==> src/rtl/legv8_pkg.sv <==
// ----------------------------------------------------------------------------
// legv8_pkg
// Shared LEGv8 datapath definitions. The register file, ALU and decoder all
// import this package so that register addressing and data width stay in one
// place. ALUControl encodings are added here alongside the ALU.
//   ADDR_W  : architectural register address width
//   XZR_IDX : index of the hardwired zero register
//   DATA_W  : architectural data width
// ----------------------------------------------------------------------------
package legv8_pkg;

   localparam int ADDR_W = 5;
   localparam logic [ADDR_W-1:0] XZR_IDX = 5'd31;
   localparam int DATA_W = 64;

   typedef logic [ADDR_W-1:0] reg_addr_t;
   typedef logic [DATA_W-1:0] word_t;

endpackage : legv8_pkg

==> src/rtl/regfile_rdport.sv <==
// ----------------------------------------------------------------------------
// regfile_rdport
// Combinational read-port mux for the register file. Priority:
//   1. address XZR               -> zero (wins even over a matching bypass)
//   2. bypass enabled and wa==ra -> write data of the current cycle
//   3. otherwise                 -> stored register value
// Ports:
//   ra     : read address
//   stored : contents of register ra (already zero for XZR)
//   byp_en : forwarding allowed this cycle (BYPASS set, out of reset, we3 high)
//   wa, wd : write address / data of the current cycle
//   rd     : read data
// ----------------------------------------------------------------------------
module regfile_rdport
   import legv8_pkg::*;
#(
   parameter int WIDTH = 64
) (
   input  logic [4:0]       ra,
   input  logic [WIDTH-1:0] stored,
   input  logic             byp_en,
   input  logic [4:0]       wa,
   input  logic [WIDTH-1:0] wd,
   output logic [WIDTH-1:0] rd
);

   // Read-data select: XZR first, then write-through, then storage.
   always_comb begin
      rd = stored;
      if (ra == XZR_IDX) begin
         rd = '0;
      end else if (byp_en && (wa == ra)) begin
         rd = wd;
      end else begin
         rd = stored;
      end
   end

endmodule : regfile_rdport

==> src/rtl/regfile.sv <==
// ----------------------------------------------------------------------------
// regfile
// 32 x WIDTH LEGv8 integer register file, two combinational read ports and
// one synchronous write port. X31 is XZR: it has no storage, reads as zero
// and swallows writes. An active-low asynchronous reset loads each register
// with its own index.
// Ports:
//   clk      : rising-edge clock
//   reset    : asynchronous active-low reset
//   ra1, rd1 : read port 1 (Rn, ALU operand a)
//   ra2, rd2 : read port 2 (Rm/Rt, operand b / store data)
//   we3, wa3, wd3 : write enable / address / data (writeback)
// ----------------------------------------------------------------------------
module regfile
   import legv8_pkg::*;
#(
   parameter int WIDTH  = 64,
   parameter int NREGS  = 32,
   parameter int BYPASS = 1
) (
   input  logic             clk,
   input  logic             reset,
   input  logic [4:0]       ra1,
   input  logic [4:0]       ra2,
   output logic [WIDTH-1:0] rd1,
   output logic [WIDTH-1:0] rd2,
   input  logic             we3,
   input  logic [4:0]       wa3,
   input  logic [WIDTH-1:0] wd3
);

   // Storage for X0..X30 only; XZR has no flops.
   logic [WIDTH-1:0] regs_r [NREGS-1];

   // Read view covering every 5-bit address, with the XZR slot tied to zero,
   // so the read index never runs past the storage array.
   logic [WIDTH-1:0] rview_s [NREGS];

   logic byp_en_s;

   // Register storage: async reset to own index, otherwise gated write.
   always_ff @(posedge clk or negedge reset) begin
      if (!reset) begin
         for (int i = 0; i < NREGS - 1; i++) begin
            regs_r[i] <= WIDTH'(i);
         end
      end else begin
         for (int i = 0; i < NREGS - 1; i++) begin
            if (we3 && (wa3 == ADDR_W'(i)) && (wa3 != XZR_IDX)) begin
               regs_r[i] <= wd3;
            end
         end
      end
   end

   genvar g;
   generate
      for (g = 0; g < NREGS - 1; g++) begin : g_rview
         assign rview_s[g] = regs_r[g];
      end
   endgenerate
   assign rview_s[NREGS-1] = '0;

   // Forwarding is suppressed while reset is held, since the write is ignored.
   assign byp_en_s = (BYPASS != 0) && reset && we3;

   regfile_rdport #(.WIDTH(WIDTH)) u_rdport1 (
      .ra     (ra1),
      .stored (rview_s[ra1]),
      .byp_en (byp_en_s),
      .wa     (wa3),
      .wd     (wd3),
      .rd     (rd1)
   );

   regfile_rdport #(.WIDTH(WIDTH)) u_rdport2 (
      .ra     (ra2),
      .stored (rview_s[ra2]),
      .byp_en (byp_en_s),
      .wa     (wa3),
      .wd     (wd3),
      .rd     (rd2)
   );

endmodule : regfile

==> config.mk <==
export PLATFORM = sky130hd
export DESIGN_NAME = regfile
export DESIGN_NICKNAME = d
export VERILOG_FILES = /design/src/rtl/legv8_pkg.sv /design/src/rtl/regfile_rdport.sv /design/src/rtl/regfile.sv
export SDC_FILE = /design/constraint.sdc
export NUM_CORES = 2
export LEC_CHECK = 0
export BUFFER_PORTS_ARGS = -buffer_cell sky130_fd_sc_hd__buf_2
export CORE_MARGIN = 2
export CORE_UTILIZATION = 52
export DETAILED_ROUTE_END_ITERATION = 16
export GPL_ROUTABILITY_DRIVEN = 0
export PLACE_DENSITY = 0.68
export SLEW_MARGIN = 15
export SYNTH_ARGS = -nofsm -noshare
export SYNTH_HDL_FRONTEND = slang
export SYNTH_HIERARCHICAL = 1
export SYNTH_SLANG_ARGS = --single-unit
export TNS_END_PERCENT = 20
==> constraint.sdc <==
create_clock -name clk -period 6.8 [get_ports clk]
set_clock_uncertainty 0.15 [all_clocks]
set_input_delay 0.68 -clock clk [delete_from_list [all_inputs] [get_ports clk]]
set_output_delay 0.68 -clock clk [all_outputs]
set_load 0.05 [all_outputs]
==> impl_results.md <==
* Net count after synthesis at 8012
* Peak VDD IR at 316.3 µV
* Final setup fails at 0
* Syn-to-layout area delta at 9.194%
* Met2 global-route usage at 49.88%
* Share of layout cells above drive strength 1 at 48.00%
* Max-cap violations at 1
* Final worst slack at 1.258 ns
* Total CTS buffers at 211
* Seq cells post-synth at 1984
* Synth Area in Simple Gates at 2.810%
* Io pins at 210
* Power Dens Cells at 301.4 nW/µm²
* Commonest non-fill, non-tap cell in the layout: mux2_2
* Compound-Gate Fraction of Synth Area at 6.205%
* Count of final max-slew check failures at 2
* Root buf cell: clkbuf_16
* Post-detailed-route count of antenna-violating nets at 0
* Top reg by flops: regs_r
* Status: finished, violations left
* DR DRC count at 0
* Initial Util at 52.19%
* Worst-skew pair later-pin latency at 0.88 ns
* Non-Filler Instances at 10650
* Pin count of the biggest net entering global routing at 188
* Post-Syn Area per Cell at 13.75 µm²
* Post-Layout Inst Area at 119100 µm²
* Routed wire length at 349400 µm
* CP required at 5.97 ns
* Period utilization at 81.51%
* Total grt overflow at 0
* Failing checks: capacitance limit, slew limit
* Top post-synthesis cells by area: dfrtp_1, mux2_2, mux4_2
* Wire per inst at 32.82 µm
* Hold Buf Count CTS at 1
* Worst-path clk slew at 0.06 ns
* Initial antenna violation count at 17
* Arrival time worst endpoint at 4.71 ns
* Minimum clock period at 5.542 ns
* Synth unique cells at 49
* RSZ-0062 raised after global routing: false
* Highest clock rate at 0.1804 GHz
* Crit path max fanout at 68
* Mapped Area at 109000 µm²
* Cts repair resizes at 0
* Setup crit start kind: input pin
* Largest regs: regs_r (1984)
* TritonRoute pass-1 iters at 5
* Final TNS setup at 0 ns
* Gr busiest metal: met2
* Synthesized netlist cell count at 7930
* Reg2reg start: regs_r[1256]
* Final HPWL DP at 198700 µm
* Synth area leader: dfrtp_1
* XOR/XNOR Fraction of Synth Area at 0.08032%
* Gr usage total at 32.70%
* Global-route wire length before repair at 515500 µm
* RR Endpoint: regs_r[1256]
* Yosys top cell area share at 43.81%
* R2R cell count at 1
* Vias in the first global route at 75370
* Clock buffer depth at 3
* Layout Nets at 7737
* Clock sinks at 1984
* Die area at 213400 µm²
* Crit path kind: input pin to output port
* Leakage at 0.05172 µW
* Commonest non-fill, non-tap cells in the layout: mux2_2, dfrtp_1, mux4_2
* Critical path endpoint category: output port
* Setup bufs post-CTS at 0
* Dpl cell area at 111800 µm²
* Cells after DPL at 10250
* Met3 usage at 7.698%
* Iter 0 DRT Violations at 8664
* CORE AREA at 208900 µm²
* Routed vias at 74110
* Hold WC Path Type: input pin to async pin
* CTS tree: done
* Largest family of logic cells by synthesized area: multiplexers
* Num rows at 168
* Post-synthesis adder-cell area fraction at 0%
* Routing usage on met1 at 45.60%
* Syn. warnings at 6
* Flop2flop setup slack at 5.82 ns
* Die Y at 461.9 µm
* IO buf count at 209
* Mux contribution to synthesized area at 41.66%
* Least-Margin Pin Slew at 1.524 ns
* Max-slew headroom at -2.538%
* Final Hold Vio Count at 0
* Die width at 461.9 µm
* Htree depth at 4
* Dpl ws at 1.508 ns
* Sequential fraction of the synthesis area at 45.62%
* Max FFs per register at 1984
* Vias per inst at 6.962
[worst max-delay path by stage]
| stage | startpoint | endpoint | slack, ns | depth (start not counted) |
|---|---|---|---|---|
| final | ra1[1] | rd1[11] | 1.26 | 10 |
| after global routing | ra1[0] | rd1[8] | 1.27 | 7 |
| after CTS | ra1[0] | rd1[47] | 1.49 | 10 |
| after detailed placement | ra1[0] | rd1[47] | 1.51 | 10 |
| after global placement | ra1[0] | rd1[47] | 1.51 | 10 |
| after floorplan | ra1[1] | rd1[10] | 2.72 | 10 |
[critical path, stage by stage]
cell and delay, ns:
buf_8 0.49, nor2b_4 0.74, buf_12 0.41, a21oi_1 0.10, o21ai_0 0.17, nor2_1 0.09
nor4_1 1.26, nand2_1 0.12, o21ai_0 0.22, buf_2 0.30
[kinds of logic (layout without fill, tap and decap cells)]
logic type | count (synthesis) | in the layout
and+or+nand+nor | 592 | 592
muxes | 3450 | 3450
buffers and inverters | 867 | 771
AOI/OAI and AO/OA | 1027 | 1027
other | 0 | 6
xor gates and xnor gates | 10 | 10
DFF | 1984 | 1984
[stage by stage]
stage	utilization, %	power, µW	hold slack (ns)
after floorplan	-	21510	0.2344
after global placement	53.51	23560	0.3361
after detailed placement	53.51	23900	0.3458
after CTS	56.98	35900	0.1869
after global routing	56.98	37290	0.2350
final	56.99	35890	0.2089
[power by group]
part	switching (µW)	total, µW	internal, µW
clock	5070	12000	6960
sequential	1760	15900	14200
combinational	3670	7910	4240
total	10500	35900	25400
[routing by layer]
metal,routed length [µm],share of wire [%]
met5,84,0.024
met4,13850,4.0
met3,32440,9.3
met2,159600,46
met1,143400,41
[cells in the mapped netlist, drive strengths merged]
library cell and instances:
a2111oi 1, a211oi 67, a21o 66, a21oi 190, a221o 63, a221oi 2, a22oi 62, and2 5
and3 2, buf 434, clkbuf 433, dfrtp 1909, dfstp 75, mux2 2302, mux2i 507, mux4 641
nand2 208, nand2b 7, nand3 2, nand4 129, nand4b 3, nor2 79, nor2b 78, nor3 7
nor3b 2, nor4 66, o2111a 2, o211ai 62, o21ai 193, o221ai 1, o22a 2, o22ai 189
o2bb2ai 63, o31ai 64, or2 3, or3 1, xnor2 2, xor2 8
[layout make-up]
type | instances | area [µm²]
Antenna cell | 6 | 15.01
Timing Repair Buffer | 379 | 2841
Fill cell | 16740 | 89870
Clock inverter | 77 | 962.2
Multi-Input combinational cell | 5079 | 55730
Sequential cell | 1984 | 49740
Clock buffer | 315 | 6274
Tap cell | 2805 | 3510
Power figures use the tool's default switching activity.
